**config.mk**
```make
export PLATFORM = sky130hd
export DESIGN_NAME = object_update_scheduler
export DESIGN_NICKNAME = d
export VERILOG_FILES = /design/src/rtl/object_update_scheduler.sv
export SDC_FILE = /design/constraint.sdc
export NUM_CORES = 1
export LEC_CHECK = 0
export BUFFER_PORTS_ARGS = -buffer_cell sky130_fd_sc_hd__clkbuf_2
export CAP_MARGIN = 15
export CORE_MARGIN = 2
export CORE_UTILIZATION = 54
export CTS_BUF_LIST = sky130_fd_sc_hd__clkbuf_8
export CTS_CLUSTER_DIAMETER = 40
export DETAILED_ROUTE_END_ITERATION = 16
export GPL_ROUTABILITY_DRIVEN = 0
export GPL_TIMING_DRIVEN = 0
export PLACE_DENSITY = 0.83
export SLEW_MARGIN = 20
export SYNTH_ARGS = -nofsm -noshare
export SYNTH_HDL_FRONTEND = slang
export SYNTH_SLANG_ARGS = --single-unit
```
**constraint.sdc**
```tcl
create_clock -name clk -period 2.2 [get_ports clk]
set_input_delay 0.11 -clock clk [delete_from_list [all_inputs] [get_ports clk]]
set_output_delay 0.11 -clock clk [all_outputs]
set_load 0.01 [all_outputs]
```
**src/rtl/object_update_scheduler.sv**
```systemverilog
// Per-frame sequencer that walks the enabled object slots and issues one update
// request per slot to a single shared physics unit, with done timeout and overrun tracking.
`timescale 1ns/1ps
module object_update_scheduler #(
  parameter int NUM_OBJECTS = 12,
  parameter int IDX_WIDTH   = 4,
  parameter int Y_DISPLAY   = 480,
  parameter int FRAME_DIV   = 1,
  parameter int TIMEOUT     = 255
) (
  input  logic                   clk,
  input  logic                   reset,
  input  logic                   pause,
  input  logic [9:0]             x,
  input  logic [9:0]             y,
  input  logic [NUM_OBJECTS-1:0] enable_mask,
  input  logic                   upd_ready,
  input  logic                   upd_done,
  output logic                   upd_valid,
  output logic [IDX_WIDTH-1:0]   upd_idx,
  output logic                   frame_tick,
  output logic                   busy,
  output logic                   overrun,
  output logic [7:0]             overrun_count,
  output logic [7:0]             timeout_count,
  output logic [9:0]             LED,
  output logic [2:0]             state_dbg
);

  typedef enum logic [2:0] {IDLE, SCAN, REQ, WAIT, NEXT} state_t;

  localparam logic [9:0]           Y_LINE   = 10'(Y_DISPLAY);
  localparam logic [IDX_WIDTH-1:0] LAST_IDX = IDX_WIDTH'(NUM_OBJECTS - 1);
  localparam logic [7:0]           DIV_LAST = 8'(FRAME_DIV - 1);
  localparam logic [7:0]           TO_LAST  = 8'(TIMEOUT - 1);

  state_t               state;
  logic [IDX_WIDTH-1:0] idx;
  logic [7:0]           frame_cnt;
  logic [7:0]           wait_cnt;
  logic                 fs_cond_d;
  logic                 fs_cond;
  logic                 fs;

  // Rising edge of the blanking-start condition, so a long x==0 hold yields one frame start.
  assign fs_cond = (x == 10'd0) && (y == Y_LINE);
  assign fs      = fs_cond & ~fs_cond_d;

  // Request handshake: upd_valid rises on entry to REQ and holds with upd_idx
  // unchanged until the cycle upd_valid && upd_ready, which is the grant.
  always_ff @(posedge clk) begin
    if (reset) begin
      state         <= IDLE;
      idx           <= '0;
      frame_cnt     <= '0;
      wait_cnt      <= '0;
      fs_cond_d     <= 1'b0;
      frame_tick    <= 1'b0;
      upd_valid     <= 1'b0;
      overrun       <= 1'b0;
      overrun_count <= '0;
      timeout_count <= '0;
    end else begin
      fs_cond_d  <= fs_cond;
      frame_tick <= fs;
      if (fs && state != IDLE) begin
        overrun <= 1'b1;
        if (overrun_count != 8'hFF) overrun_count <= overrun_count + 8'd1;
      end
      case (state)
        IDLE: begin
          if (fs && !pause) begin
            if (frame_cnt == DIV_LAST) begin
              frame_cnt <= '0;
              idx       <= '0;
              state     <= SCAN;
            end else begin
              frame_cnt <= frame_cnt + 8'd1;
            end
          end
        end
        SCAN: begin
          if (pause) begin
            state <= IDLE;
          end else if (enable_mask[idx]) begin
            upd_valid <= 1'b1;
            state     <= REQ;
          end else if (idx == LAST_IDX) begin
            state <= IDLE;
          end else begin
            idx <= idx + IDX_WIDTH'(1);
          end
        end
        REQ: begin
          if (upd_ready) begin
            upd_valid <= 1'b0;
            wait_cnt  <= '0;
            state     <= WAIT;
          end
        end
        WAIT: begin
          if (upd_done) begin
            state <= NEXT;
          end else if (wait_cnt == TO_LAST) begin
            if (timeout_count != 8'hFF) timeout_count <= timeout_count + 8'd1;
            state <= NEXT;
          end else begin
            wait_cnt <= wait_cnt + 8'd1;
          end
        end
        NEXT: begin
          if (idx == LAST_IDX) begin
            state <= IDLE;
          end else begin
            idx   <= idx + IDX_WIDTH'(1);
            state <= SCAN;
          end
        end
        default: state <= IDLE;
      endcase
    end
  end

  assign busy      = (state != IDLE);
  assign upd_idx   = idx;
  assign LED       = {busy, overrun, overrun_count};
  assign state_dbg = state;

endmodule

```
==> insert_results.sql, run 1 <==
INSERT INTO impl_metrics (metric_group, metric, value, unit) VALUES
('outcome', 'outcome', 'completed', ''),
('placed_design', 'post-dp-hpwl', '4520', 'um'),
('worst_setup_path', 'setup.worst_path.class', 'reg -> reg', ''),
('worst_setup_path', 'worst_r2r_path_depth', '6', ''),
('yosys', 'yosysSeqAreaShare', '0.327', ''),
('final_layout', 'nets', '426', ''),
('detailed_routing', 'drt-vias-per-instance', '5.48', ''),
('final_layout', 'area_of_the_multi_input_gates', '1610', 'sq um'),
('global_route', 'grt-ovfl-total', '0', ''),
('worst_setup_path', 'critical_path.cell_chain', 'buf_2 > mux4_2 > nor4_1 > a221o_1 > o21ai_2 > mux2_2', ''),
('worst_setup_path', 'worstPathArrival', '2230', 'ps'),
('yosys', 'syn-num-nets', '345', ''),
('sta', 'finalHoldViolCount', '0', ''),
('power_and_ir_drop', 'power.total', '0.00175', 'W'),
('placed_design', 'dp_slack', '165', 'ps'),
('cts', 'htreeDepth', '2', ''),
('global_route', 'grt_first_pass_wirelength', '9430', 'um'),
('final_layout', 'drive_above_1_share', '0.332', ''),
('global_route', 'grtUsageTotal', '0.223', ''),
('cts', 'clockRootBuffer', 'clkbuf_8', ''),
('cts', 'cts_buffer_depth', '2', ''),
('floorplanning', 'starting_utilization_of_the_core_area', '0.558', ''),
('sta', 'final.period_utilization', '0.923', ''),
('placed_design', 'numPortBuffers', '73', ''),
('worst_setup_path', 'crit_slowest_cell', 'mux4_2', ''),
('worst_setup_path', 'worst_setup_path_end_kind', 'flop', ''),
('detailed_routing', 'drt_pass1_iterations', '4', ''),
('worst_setup_path', 'worstReg2RegEnd', 'upd_idx[0]', ''),
('sta', 'slew_headroom', '0.642', ''),
('power_and_ir_drop', 'power_per_cell_area', '551', 'nW/um^2'),
('detailed_routing', 'wl', '5870', 'um'),
('sta', 'clock-skew-final', '13.9', 'ps'),
('floorplanning', 'core.rowCount', '25', ''),
('placed_design', 'placed_area', '3080', 'sq um'),
('sta', 'worst_pin_slew', '532', 'ps'),
('worst_setup_path', 'worst_path_largest_cell_delay', '540', 'ps'),
('cts', 'post_cts.repair.setup_buffers', '0', ''),
('yosys', 'synth-edff-count', '0', ''),
('worst_setup_path', 'timing.rr.start', 'upd_idx[0]', ''),
('yosys', 'synth.top_cell.area_share', '0.327', ''),
('yosys', 'postSynthRegisterBits', '43', ''),
('floorplanning', 'coreArea', '4720', 'sq um'),
('final_layout', 'fill_cells', '392', ''),
('min_path', 'min_path_type', 'in -> reg', ''),
('final_layout', 'n_antenna_cell', '0', ''),
('sta', 'unrepaired_setup_endpoints_after_global_routing', 'no', ''),
('sta', 'drv_slew', '0', ''),
('cts', 'cts_tree', 'done', ''),
('yosys', 'post-synth-top-count-cell', 'dfxtp_1', ''),
('min_path', 'worstHoldStart', 'reset', ''),
('yosys', 'asyncSetResetFlopFracSynth', '0', ''),
('detailed_routing', 'drt_iter0_drc', '82', ''),
('final_layout', 'seq_area', '861', 'sq um'),
('detailed_routing', 'route.detailed.drc', '0', ''),
('cts', 'clock_sink_count', '43', ''),
('floorplanning', 'pin_count', '74', ''),
('yosys', 'synth-main-ff-cell', 'dfxtp_1', ''),
('yosys', 'synth_commonest_cells', '43 x dfxtp_1, 35 x nor2_1, 19 x nand2_1', ''),
('worst_setup_path', 'crit_start', 'upd_idx[0]', ''),
('sta', 'worst_setup_slack_after_layout', '170', 'ps'),
('power_and_ir_drop', 'cellLeakagePower', '1.30', 'nW'),
('worst_setup_path', 'worst-path-max-fanout', '7', ''),
('global_route', 'grt_antenna_before_repair', '0', ''),
('yosys', 'yosysUniqueCellTypes', '68', ''),
('cts', 'cts.hold.buffers_added', '0', ''),
('yosys', 'synth_warnings', '0', ''),
('sta', 'achievable-frequency', '0.493', 'GHz'),
('detailed_routing', 'wl_per_cell', '13.0', 'um'),
('worst_setup_path', 'crit_path_start_kind', 'flop', ''),
('sta', 'tns', '0', 'ps'),
('detailed_routing', 'route.vias.total', '2466', '');
## stage by stage
stage | cells | util | hold slack [ps]
5_1_grt | 450 | 0.673 | 150
2_1_floorplan | 301 | - | 306
3_5_place_dp | 441 | 0.653 | 442
6_report | 450 | 0.673 | 123
4_1_cts | 449 | 0.672 | 111
3_3_place_gp | 441 | 0.653 | 442
## state kept, by name, summed over array words and instances, names as in the netlist
register and cells:
upd_valid 1, frame_cnt 8, overrun_count 8, upd_idx 4, overrun 1, wait_cnt 8
frame_tick 1, fs_cond_d 1, state_dbg 3, timeout_count 8
## worst min path at each step
stage                 endpoint  depth (start not counted)
global placement    upd_idx[2]                          3
detailed placement  upd_idx[2]                          3
global route        upd_idx[2]                          3
CTS                 upd_idx[2]                          3
finish              upd_idx[2]                          3
floorplan           upd_idx[2]                          2
## power breakdown
part	total, W	switching [W]	internal [W]	leakage [nW]
Clock	0.000516	0.000294	0.000221	0.0402
Combinational	0.000413	0.000232	0.000181	0.918
Sequential	0.000823	0.0000306	0.000792	0.346
## layout make-up
| class | instances | share of cell area |
|---|---|---|
| inverter | 10 | 0.0118 |
| timing repair buffer | 74 | 0.117 |
| sequential | 43 | 0.271 |
| buffer | 21 | 0.0409 |
| clock buffer | 5 | 0.0216 |
| tap | 67 | 0.0264 |
| multi-input combinational | 227 | 0.505 |
| clock inverter | 3 | 0.00630 |
## metal layers
layer / share of wire / track usage / vias up
met5: 0 / 0 / -
met4: 0.021 / 0.0889 / 0
met3: 0.052 / 0.0535 / 11
met2: 0.48 / 0.373 / 74
met1: 0.45 / 0.275 / 1129
li1: - / - / 1252
## cell usage in the layout (no fill, tap or decap), types with 11 or more instances in the layout
master,netlist,final
a21oi_1,16,16
buf_4,10,11
clkbuf_2,1,74
dfxtp_1,43,43
nand2_1,19,19
nand3_1,15,15
nor2_1,35,35
xnor2_1,16,16
## cell families (layout without fill, tap and decap cells)
| family | count (synthesis) | in the layout | synth area share |
|---|---|---|---|
| AOI/OAI and AO/OA | 51 | 51 | 0.134 |
| adders and majority gates | 7 | 7 | 0.0333 |
| and+or+nand+nor | 140 | 140 | 0.334 |
| xor gates and xnor gates | 18 | 18 | 0.0599 |
| muxes | 11 | 11 | 0.0485 |
| DFF | 43 | 43 | 0.327 |
| buffers and inverters | 31 | 113 | 0.0637 |
## critical path, delay by kind of cell, from the launching register on
| kind | cells | cell delay [ps] |
|---|---|---|
| muxes | 2 | 820 |
| DFF | 1 | 360 |
| and+or+nand+nor | 1 | 220 |
| AOI/OAI and AO/OA | 2 | 300 |
| buffers and inverters | 1 | 220 |
Power figures use the tool's default switching activity.
==> run 2: changes to the inputs <==
Settings changed: CORE_UTILIZATION 54 to 49, PLACE_DENSITY 0.83 to 0.8, RECOVER_POWER from default to 25.
Clock period 2.2 ns to 1.8 ns, I/O delays scaled along.
==> insert_results.sql, run 2 (synthesis results as in run 1) <==
INSERT INTO impl_metrics (metric_group, metric, value, unit) VALUES
('worst_setup_path', 'critical_path.cell_chain', 'inv_2 > ha_2 > or4b_4 > nor2b_4 > a41o_4 > o21ai_4 > mux2_2', ''),
('worst_setup_path', 'worst_r2r_path_depth', '7', ''),
('cts', 'clock_sink_count', '43', ''),
('placed_design', 'post-place-cells', '444', ''),
('worst_setup_path', 'worst_path_largest_cell_delay', '480', 'ps'),
('worst_setup_path', 'crit_path_start_kind', 'flop', ''),
('floorplanning', 'starting_utilization_of_the_core_area', '0.512', ''),
('worst_setup_path', 'worst-path-max-fanout', '4', ''),
('global_route', 'grt-ovfl-total', '0', ''),
('cts', 'worst_setup_hold_path_clk_slew', '80', 'ps'),
('worst_setup_path', 'worst_setup_path_end_kind', 'flop', ''),
('global_route', 'grt_antenna_before_repair', '0', ''),
('power_and_ir_drop', 'power.total', '0.00220', 'W'),
('detailed_routing', 'wl', '6380', 'um'),
('floorplanning', 'fp.dieH', '77.3', 'um'),
('global_route', 'grt_first_pass_wirelength', '10300', 'um'),
('final_layout', 'n_antenna_cell', '0', ''),
('cts', 'htreeDepth', '2', ''),
('detailed_routing', 'drtAntennaViolNets', '0', ''),
('power_and_ir_drop', 'power_per_cell_area', '646', 'nW/um^2'),
('sta', 'slew_headroom', '0.656', ''),
('detailed_routing', 'drt_iter0_drc', '93', ''),
('worst_setup_path', 'cp_top_family', 'simple AND/OR/NAND/NOR gates', ''),
('floorplanning', 'core.rowCount', '26', ''),
('detailed_routing', 'route.vias.total', '2512', ''),
('final_layout', 'final_core_util', '0.662', ''),
('detailed_routing', 'wl_per_cell', '14.0', 'um'),
('worst_setup_path', 'crit_start', 'frame_cnt[0]', ''),
('sta', 'period_minus_slack', '1900', 'ps'),
('sta', 'worst_pin_slew', '516', 'ps'),
('final_layout', 'layoutNonFillerInstCount', '456', ''),
('cts', 'clk_latency', '300', 'ps'),
('final_layout', 'layout.cells.most_common_list', '62 x clkbuf_2, 36 x dfxtp_1, 33 x nor2_1', ''),
('cts', 'cts_tree', 'done', ''),
('detailed_routing', 'drt_pass1_iterations', '4', ''),
('final_layout', 'layout_overhead_on_the_synthesized_area', '29.1', '%'),
('sta', 'drv_slew', '0', ''),
('worst_setup_path', 'critical_path_buf_inv_count', '1', ''),
('floorplanning', 'total_die_area', '5980', 'sq um'),
('power_and_ir_drop', 'power.ir.vdd_worst', '0.467', 'mV'),
('job', 'drv.max_cap_violation_count', '0', ''),
('detailed_routing', 'route.detailed.drc', '0', ''),
('sta', 'unrepaired_setup_endpoints_after_global_routing', 'yes', ''),
('final_layout', 'mostFrequentLayoutCell', 'clkbuf_2', ''),
('sta', 'setup_viol_count_final', '7', ''),
('power_and_ir_drop', 'cellLeakagePower', '1.37', 'nW'),
('cts', 'cts_buffer_depth', '2', ''),
('worst_setup_path', 'worst-path-stages', '7', ''),
('sta', 'finalHoldViolCount', '0', ''),
('cts', 'clockRootBuffer', 'clkbuf_8', ''),
('placed_design', 'post-dp-hpwl', '4440', 'um'),
('min_path', 'worstHoldStart', 'reset', ''),
('worst_setup_path', 'data_required_time_of_the_worst_path', '1990', 'ps'),
('detailed_routing', 'drt-vias-per-instance', '5.51', ''),
('outcome', 'outcome', 'finished, violations left', ''),
('final_layout', 'drive_above_1_share', '0.386', ''),
('sta', 'clock-skew-final', '5.58', 'ps'),
('min_path', 'min_path_type', 'in -> reg', ''),
('worst_setup_path', 'worstPathArrival', '2090', 'ps'),
('worst_setup_path', 'setup.worst_path.class', 'reg -> reg', ''),
('placed_design', 'numPortBuffers', '73', ''),
('floorplanning', 'pin_count', '74', ''),
('cts', 'cts_buffers', '5', ''),
('final_layout', 'nets', '429', ''),
('sta', 'worst_setup_slack_after_layout', '-104', 'ps'),
('min_path', 'hold_path_depth', '3', ''),
('global_route', 'grt_pass1_vias', '2316', ''),
('worst_setup_path', 'crit_slowest_cell', 'or4b_4', ''),
('global_route', 'grtUsageTotal', '0.208', ''),
('floorplanning', 'die_width', '77.3', 'um'),
('sta', 'achievable-frequency', '0.525', 'GHz'),
('sta', 'final.period_utilization', '1.06', ''),
('floorplanning', 'coreArea', '5140', 'sq um'),
('cts', 'cts.hold.buffers_added', '0', ''),
('worst_setup_path', 'timing.rr.start', 'frame_cnt[0]', ''),
('outcome', 'failed_checks', 'negative setup slack', ''),
('global_route', 'grt_start_max_net_pins', '14', '');
==> run 2: cell types whose count changed in the layout (fill, tap and decap cells not counted), moves of 4 or more <==
cell,previous run,this run
clkbuf_2,74,62
clkbuf_1,5,15
nor4_4,3,7
dfxtp_1,43,36
nor4_1,9,4
dfxtp_2,0,6
==> run 2: final timing paths <==
check	endpoint	slack [ps]
min reg2reg	upd_valid	490
min	upd_idx[3]	130
max reg2reg	upd_idx[0]	-100
max	upd_idx[0]	-100
==> run 2: per-stage QoR <==
| stage | setup TNS [ps] | hold WS [ps] | area (sq um) | setup slack, ps |
|---|---|---|---|---|
| 3_5_place_dp | -614 | 422 | 3100 | -132 |
| 5_1_grt | -867 | 160 | 3400 | -157 |
| 4_1_cts | -188 | 101 | 3270 | -94.9 |
| 3_3_place_gp | -441 | 406 | 3100 | -139 |
| 6_report | -306 | 134 | 3400 | -104 |
| 2_1_floorplan | 0 | 286 | 2650 | 2.74 |
==> run 2: cell type report <==
| class | instances | area (sq um) |
|---|---|---|
| plain buffers | 20 | 146 |
| repair buffers | 78 | 393 |
| well taps | 70 | 87.6 |
| clock buffers | 5 | 68.8 |
| flip-flops and latches | 43 | 872 |
| inverters | 10 | 37.5 |
| fillers | 453 | 1740 |
| clock inverters | 3 | 16.3 |
| multi-input cells | 227 | 1780 |
==> run 2: layer usage <==
layer / part of all wire / global-route usage
met1: 0.44 / 0.257
met2: 0.50 / 0.368
met3: 0.046 / 0.0388
met4: 0.011 / 0.0554
met5: 0 / 0
==> run 2: power by group <==
part | total (W) | leakage (nW) | switching (W) | internal [W]
Combinational | 0.000568 | 0.979 | 0.000305 | 0.000264
Sequential | 0.00102 | 0.350 | 0.0000428 | 0.000976
Clock | 0.000611 | 0.0453 | 0.000345 | 0.000266
==> run 2: worst reg2reg max path, delay by kind of cell (launching register included) <==
family	cells	cell delay (ps)
fa+ha+maj	1	150
flops	1	340
simple gates	2	630
mux	1	280
compound gates	2	340
buf+inv	1	50
==> run 2: repair_timing <==
action | in CTS | in global routing
gates resized for setup | 20 | 32
gates cloned | 0 | 0
setup buffers | 2 | 3
pin swaps | 4 | 9
setup endpoints to repair | 17 | 24
